==> src/rtl/mem_arb_pkg.sv <==
// Shared types for the two-port data-memory arbiter: FSM state encoding,
// default memory depth and the per-port read/error response record.
package mem_arb_pkg;

  localparam int unsigned ARB_DEPTH = 128;
  localparam int unsigned ARB_DW    = 32;

  typedef enum logic [1:0] {
    ST_IDLE = 2'd0,
    ST_OWN0 = 2'd1,
    ST_OWN1 = 2'd2
  } arb_state_e;

  typedef struct packed {
    logic              rvalid;
    logic              err;
    logic [ARB_DW-1:0] rdata;
  } arb_rsp_t;

  // Next response for one port. Reads and any out-of-range access answer
  // one cycle after grant; in-range writes produce no response. rdata holds
  // its last value between responses.
  function automatic arb_rsp_t rsp_next(input logic              gnt,
                                        input logic              wr,
                                        input logic              in_range,
                                        input logic [ARB_DW-1:0] rd,
                                        input arb_rsp_t          cur);
    arb_rsp_t r;
    r        = cur;
    r.rvalid = 1'b0;
    r.err    = 1'b0;
    if (gnt) begin
      r.err    = !in_range;
      r.rvalid = !wr || !in_range;
      if (r.rvalid) begin
        r.rdata = in_range ? rd : '0;
      end
    end
    return r;
  endfunction

endpackage

==> src/rtl/mem_arb_rr2.sv <==
// Two-way round-robin pick. In IDLE a tie goes to the port that was not
// granted last; while a port owns the memory only that port can be granted.
module mem_arb_rr2
  import mem_arb_pkg::*;
(
  input  logic [1:0] req_i,
  input  logic       last_i,
  input  arb_state_e state_i,
  output logic [1:0] gnt_o
);

  // Grant vector from request vector, last winner and ownership state.
  always_comb begin
    gnt_o = '0;
    case (state_i)
      ST_OWN0: gnt_o = {1'b0, req_i[0]};
      ST_OWN1: gnt_o = {req_i[1], 1'b0};
      default: begin
        if (&req_i) begin
          gnt_o = last_i ? 2'b01 : 2'b10;
        end else begin
          gnt_o = req_i;
        end
      end
    endcase
  end

endmodule

==> src/rtl/mem_port_arbiter.sv <==
// Shares one single-port data memory between the CPU load/store unit (port 0)
// and the loader/debug port (port 1). Round-robin with an optional lock for
// atomic sequences; read data is registered and returned one cycle after grant.
// Optional statistics counters are built when MEM_ARB_STATS_EN is defined.
module mem_port_arbiter
  import mem_arb_pkg::*;
#(
  parameter int unsigned DEPTH = ARB_DEPTH,
  parameter int unsigned DW    = ARB_DW,
  parameter int unsigned AW    = 32
) (
  input  logic          clock,
  input  logic          reset_n,
  input  logic          r0_req,
  input  logic          r0_wr,
  input  logic          r0_lock,
  input  logic [AW-1:0] r0_addr,
  input  logic [DW-1:0] r0_wdata,
  output logic          r0_gnt,
  output logic          r0_rvalid,
  output logic [DW-1:0] r0_rdata,
  output logic          r0_err,
  input  logic          r1_req,
  input  logic          r1_wr,
  input  logic          r1_lock,
  input  logic [AW-1:0] r1_addr,
  input  logic [DW-1:0] r1_wdata,
  output logic          r1_gnt,
  output logic          r1_rvalid,
  output logic [DW-1:0] r1_rdata,
  output logic          r1_err,
  output logic          mwr,
  output logic          moe,
  output logic [AW-1:0] ma,
  output logic [DW-1:0] mwd,
  input  logic [DW-1:0] mrd
`ifdef MEM_ARB_STATS_EN
  ,
  output logic [31:0]   stat_gnt0,
  output logic [31:0]   stat_gnt1,
  output logic [31:0]   stat_stall
`endif
);

  arb_state_e state_q;
  logic       last_q;
  logic [1:0] gnt;
  logic       inr0;
  logic       inr1;
  arb_rsp_t   rsp0_q, rsp0_d;
  arb_rsp_t   rsp1_q, rsp1_d;

  assign inr0 = (r0_addr < AW'(DEPTH));
  assign inr1 = (r1_addr < AW'(DEPTH));

  mem_arb_rr2 u_rr2 (
    .req_i   ({r1_req, r0_req}),
    .last_i  (last_q),
    .state_i (state_q),
    .gnt_o   (gnt)
  );

  assign r0_gnt = gnt[0];
  assign r1_gnt = gnt[1];

  // Memory pin mux: idle pins are all zero; out-of-range grants assert no strobe.
  always_comb begin
    mwr = 1'b0;
    moe = 1'b0;
    ma  = '0;
    mwd = '0;
    if (gnt[0]) begin
      ma  = r0_addr;
      mwr = r0_wr && inr0;
      moe = !r0_wr && inr0;
      mwd = r0_wr ? r0_wdata : '0;
    end else if (gnt[1]) begin
      ma  = r1_addr;
      mwr = r1_wr && inr1;
      moe = !r1_wr && inr1;
      mwd = r1_wr ? r1_wdata : '0;
    end
  end

  // Next-cycle responses for both ports.
  always_comb begin
    rsp0_d = rsp_next(gnt[0], r0_wr, inr0, mrd, rsp0_q);
    rsp1_d = rsp_next(gnt[1], r1_wr, inr1, mrd, rsp1_q);
  end

  // Response registers; reset drops any pending response.
  always_ff @(posedge clock or negedge reset_n) begin
    if (!reset_n) begin
      rsp0_q <= '0;
      rsp1_q <= '0;
    end else begin
      rsp0_q <= rsp0_d;
      rsp1_q <= rsp1_d;
    end
  end

  assign r0_rvalid = rsp0_q.rvalid;
  assign r0_err    = rsp0_q.err;
  assign r0_rdata  = rsp0_q.rdata;
  assign r1_rvalid = rsp1_q.rvalid;
  assign r1_err    = rsp1_q.err;
  assign r1_rdata  = rsp1_q.rdata;

  // Ownership FSM and last-winner tracking. An owner leaves on an unlocked
  // access or by dropping its request.
  always_ff @(posedge clock or negedge reset_n) begin
    if (!reset_n) begin
      state_q <= ST_IDLE;
      last_q  <= 1'b1;
    end else begin
      if (|gnt) begin
        last_q <= gnt[1];
      end
      case (state_q)
        ST_IDLE: begin
          if (gnt[0] && r0_lock) begin
            state_q <= ST_OWN0;
          end else if (gnt[1] && r1_lock) begin
            state_q <= ST_OWN1;
          end
        end
        ST_OWN0: if (!r0_req || !r0_lock) state_q <= ST_IDLE;
        ST_OWN1: if (!r1_req || !r1_lock) state_q <= ST_IDLE;
        default: state_q <= ST_IDLE;
      endcase
    end
  end

`ifdef MEM_ARB_STATS_EN
  logic [31:0] gnt0_cnt_q;
  logic [31:0] gnt1_cnt_q;
  logic [31:0] stall_cnt_q;
  logic        stall;

  assign stall = (r0_req && !gnt[0]) || (r1_req && !gnt[1]);

  // Saturating grant and stall counters.
  always_ff @(posedge clock or negedge reset_n) begin
    if (!reset_n) begin
      gnt0_cnt_q  <= '0;
      gnt1_cnt_q  <= '0;
      stall_cnt_q <= '0;
    end else begin
      if (gnt[0] && (gnt0_cnt_q != '1))  gnt0_cnt_q  <= gnt0_cnt_q + 32'd1;
      if (gnt[1] && (gnt1_cnt_q != '1))  gnt1_cnt_q  <= gnt1_cnt_q + 32'd1;
      if (stall && (stall_cnt_q != '1))  stall_cnt_q <= stall_cnt_q + 32'd1;
    end
  end

  assign stat_gnt0  = gnt0_cnt_q;
  assign stat_gnt1  = gnt1_cnt_q;
  assign stat_stall = stall_cnt_q;
`endif

endmodule

==> config.mk <==
export PLATFORM = sky130hd
export DESIGN_NAME = mem_port_arbiter
export DESIGN_NICKNAME = d
export VERILOG_FILES = /design/src/rtl/mem_arb_pkg.sv /design/src/rtl/mem_arb_rr2.sv /design/src/rtl/mem_port_arbiter.sv
export SDC_FILE = /design/constraint.sdc
export NUM_CORES = 1
export LEC_CHECK = 0
export ABC_AREA = 1
export BUFFER_PORTS_ARGS = -buffer_cell sky130_fd_sc_hd__buf_2
export CORE_AREA = 2 2 118 120
export DETAILED_ROUTE_END_ITERATION = 12
export DIE_AREA = 0 0 120 122
export GPL_ROUTABILITY_DRIVEN = 0
export SETUP_SLACK_MARGIN = 0.4
export SYNTH_ARGS = -nofsm -noshare
export SYNTH_HDL_FRONTEND = slang
export SYNTH_SLANG_ARGS = --single-unit
==> constraint.sdc <==
create_clock -name clock -period 2.35 [get_ports clock]
set_input_delay 0.5875 -clock clock [delete_from_list [all_inputs] [get_ports clock]]
set_output_delay 0.5875 -clock clock [all_outputs]
set_load 0.02 [all_outputs]
==> impl_metrics.tcl <==
set metrics [dict create \
    grt.overflow.total 0 \
    synth_warnings 0 \
    cap_violations 0 \
    start_kind "flip-flop" \
    finish.instance_area_sq_um 8760 \
    rsz0062_at_grt "yes" \
    grt_pass1_wl_mm 28.0 \
    dp_slack_ns -0.0133 \
    nFillCells 1122 \
    r2r_cells 17 \
    yosysSeqAreaShare_pct 43.0 \
    num_vias 5588 \
    post-route-util_pct 64.9 \
    die_w_microns 120 \
    area_growth_pct 112 \
    drtIter0Drc 290 \
    rows 43 \
    netlist_area_sq_um 4130 \
    outcome "finished with violations" \
    min_period_over_period_pct 112 \
    h-tree-depth 3 \
    critPathRequiredTime_ns 1.76 \
    multiInputGateArea_sq_um 3160 \
    final_common_cell "buf_2" \
    root_buffer "clkbuf_16" \
    routedWlPerCell_microns 18.4 \
    fmax_mhz 381 \
    syn-num-nets 770 \
    hpwlAfterDp_mm 13.0 \
    final_cell_mix "buf_2 (235), nand2_1 (162), nand3_1 (71), dfrtp_1 (70), buf_6 (66)" \
    crit_top_cell "buf_6" \
    grt_max_degree 36 \
    end_kind "output pin" \
    relSlewSlack_pct 69.0 \
    ff_latch_area_sq_um 1780 \
    num_io_pins 304 \
    hp-class "primary input to async pin" \
    io_buffers 303 \
    crit_end "ma[8]" \
    final-setup-viol-count 68 \
    r2r_start "state_q[1]$_DFFE_PN0P_" \
    wl_mm 20.9 \
    dr.pass1.iters 4 \
    post_synth.cell_area_avg_sq_um 6.90 \
    peakVddDrop_mv 0.427 \
    power_density_nw_per_um2 1060 \
    layout-drive-gt1-share_pct 61.3 \
    core_area_sq_um 13500 \
    ys_ff_latch 71 \
    worstSetupPathType "flip-flop to output pin" \
    critPathMaxFanout 6 \
    power_leakage_nw 4.62 \
    start_util_pct 30.6 \
    hold_violations 0 \
    syn_inst 599 \
    worstMarginPinSlew_ns 0.466 \
    cts_tree "built" \
    cp-startpoint "state_q[0]$_DFFE_PN0P_" \
    cp_slowest_stage_delay_ns 0.39 \
    routed_via_density 4.92 \
    grt_pass1_vias 5128 \
    nets 1117 \
    grt_antenna_before_repair 5 \
    clockBufferDepth 2 \
    violations "setup timing" \
    worstPathArrival_ns 2.04 \
    drc 0 \
    clkTransAtPathRegs_ns 0.06 \
    reg2reg_slack_ns 0.11 \
    layout_setup_ws_ns -0.276 \
    critPathSlowestCell "dfrtp_1" \
    cts-buffers-inserted 9 \
    cts_sinks 71 \
    drv_slew 0 \
    worstReg2RegEnd "r1_rdata[18]$_DFFE_PN0P_" \
    period_needed_ns 2.63 \
    crit_chain "inv_2 > ha_4 > inv_4 > nand2_1 > nand2_2 > nand2_4 > buf_6 > buf_4 > buf_16 > o21ai_4 > buf_6" \
    dpl-instance-area_sq_um 6520 \
    fin_skew_ns 0.00599 \
    dieArea_sq_um 14600 \
    clock_latency_ns 0.33 \
    grt_use_total_pct 24.7 \
    synth_cell_types 24 \
    ant_nets 0 \
    die_y_microns 122 \
]
==> cell families (layout without fill, tap and decap cells) <==
logic type	count (synthesis)	in the layout	synth area share, %
AOI/OAI and AO/OA	55	55	6.75
and+or+nand+nor	396	396	41.0
other	0	5	0
buffers and inverters	74	425	8.36
DFF	71	71	43.0
adders and majority gates	3	3	0.908
==> stage by stage <==
| stage | std cells | setup TNS, ns | power [mW] | hold slack [ns] |
|---|---|---|---|---|
| final | 1135 | -15.25 | 9.31 | 0.217 |
| after global routing | 1135 | -24.58 | 9.72 | 0.240 |
| after CTS | 1117 | -14.28 | 8.39 | 0.224 |
| after detailed placement | 1068 | -0.0133 | 5.25 | 0.482 |
| after global placement | 1068 | -0.0284 | 5.25 | 0.475 |
| after floorplan | 599 | 0 | 4.14 | 0.292 |
==> synthesized netlist by cell type (all sizes together) <==
| master | number | area, sq um |
|---|---|---|
| dfstp | 1 | 26.3 |
| o21bai | 1 | 7.51 |
| clkbuf | 12 | 45.0 |
| a21oi | 2 | 10.0 |
| nand4 | 1 | 6.26 |
| clkinv | 1 | 8.76 |
| inv | 30 | 113 |
| nor2 | 30 | 131 |
| dfrtp | 70 | 1750 |
| ha | 3 | 37.5 |
| buf | 31 | 179 |
| o21ai | 51 | 255 |
| nand3 | 132 | 661 |
| nand2 | 233 | 895 |
| o22ai | 1 | 6.26 |
==> state kept, by name, indices dropped and copies added, names as in the netlist <==
signal / flops
r1_err: 1
r0_rvalid: 1
state_q: 2
r0_err: 1
r1_rvalid: 1
r0_rdata: 32
last_q: 1
r1_rdata: 32
==> worst min-delay path by stage <==
stage	to	slack (ns)
after floorplan	r0_err$_DFF_PN0_	0.29
after global placement	r0_rdata[30]$_DFFE_PN0P_	0.48
after detailed placement	r0_rdata[15]$_DFFE_PN0P_	0.48
after CTS	r0_rdata[5]$_DFFE_PN0P_	0.22
after global routing	r1_rdata[8]$_DFFE_PN0P_	0.24
final	r1_rdata[8]$_DFFE_PN0P_	0.22
==> where the power goes <==
part           switching, mW  internal, mW
Combinational           3.55          3.24
Clock                  0.511         0.703
Sequential            0.0205          1.29
==> worst max-delay path, delay by kind of cell (launching register included) <==
family	cells	cell delay, ns
buf+inv	6	0.72
flops	1	0.39
simple gates	3	0.20
compound gates	1	0.18
fa+ha+maj	1	0.21
==> metal layers <==
metal	vias to the layer above	share of wire, %	track usage, %
met5	-	0	0
met1	2602	39	30.5
met3	58	9.0	7.54
li1	2655	-	-
met2	273	48	39.8
met4	0	4.1	11.0
==> layout make-up <==
cell class              count  share of cell area (%)
diodes                      5                   0.143
clock buffers               9                    2.57
clock inverters             6                   0.443
repair buffers            378                    36.2
inverters                  31                    1.56
well taps                 180                    2.57
repair inverters            1                   0.100
flip-flops and latches     71                    20.3
multi-input cells         454                    36.1
==> timing repair <==
| item | 4_1_cts | 5_1_grt |
|---|---|---|
| buffers inserted | 21 | 3 |
| gates resized for setup | 210 | 102 |
| hold buffers | 0 | 0 |
| gates cloned | 13 | 10 |
| pin swaps | 23 | 6 |
| setup endpoints to repair | 120 | 134 |
(Power assumes the default switching activity.)
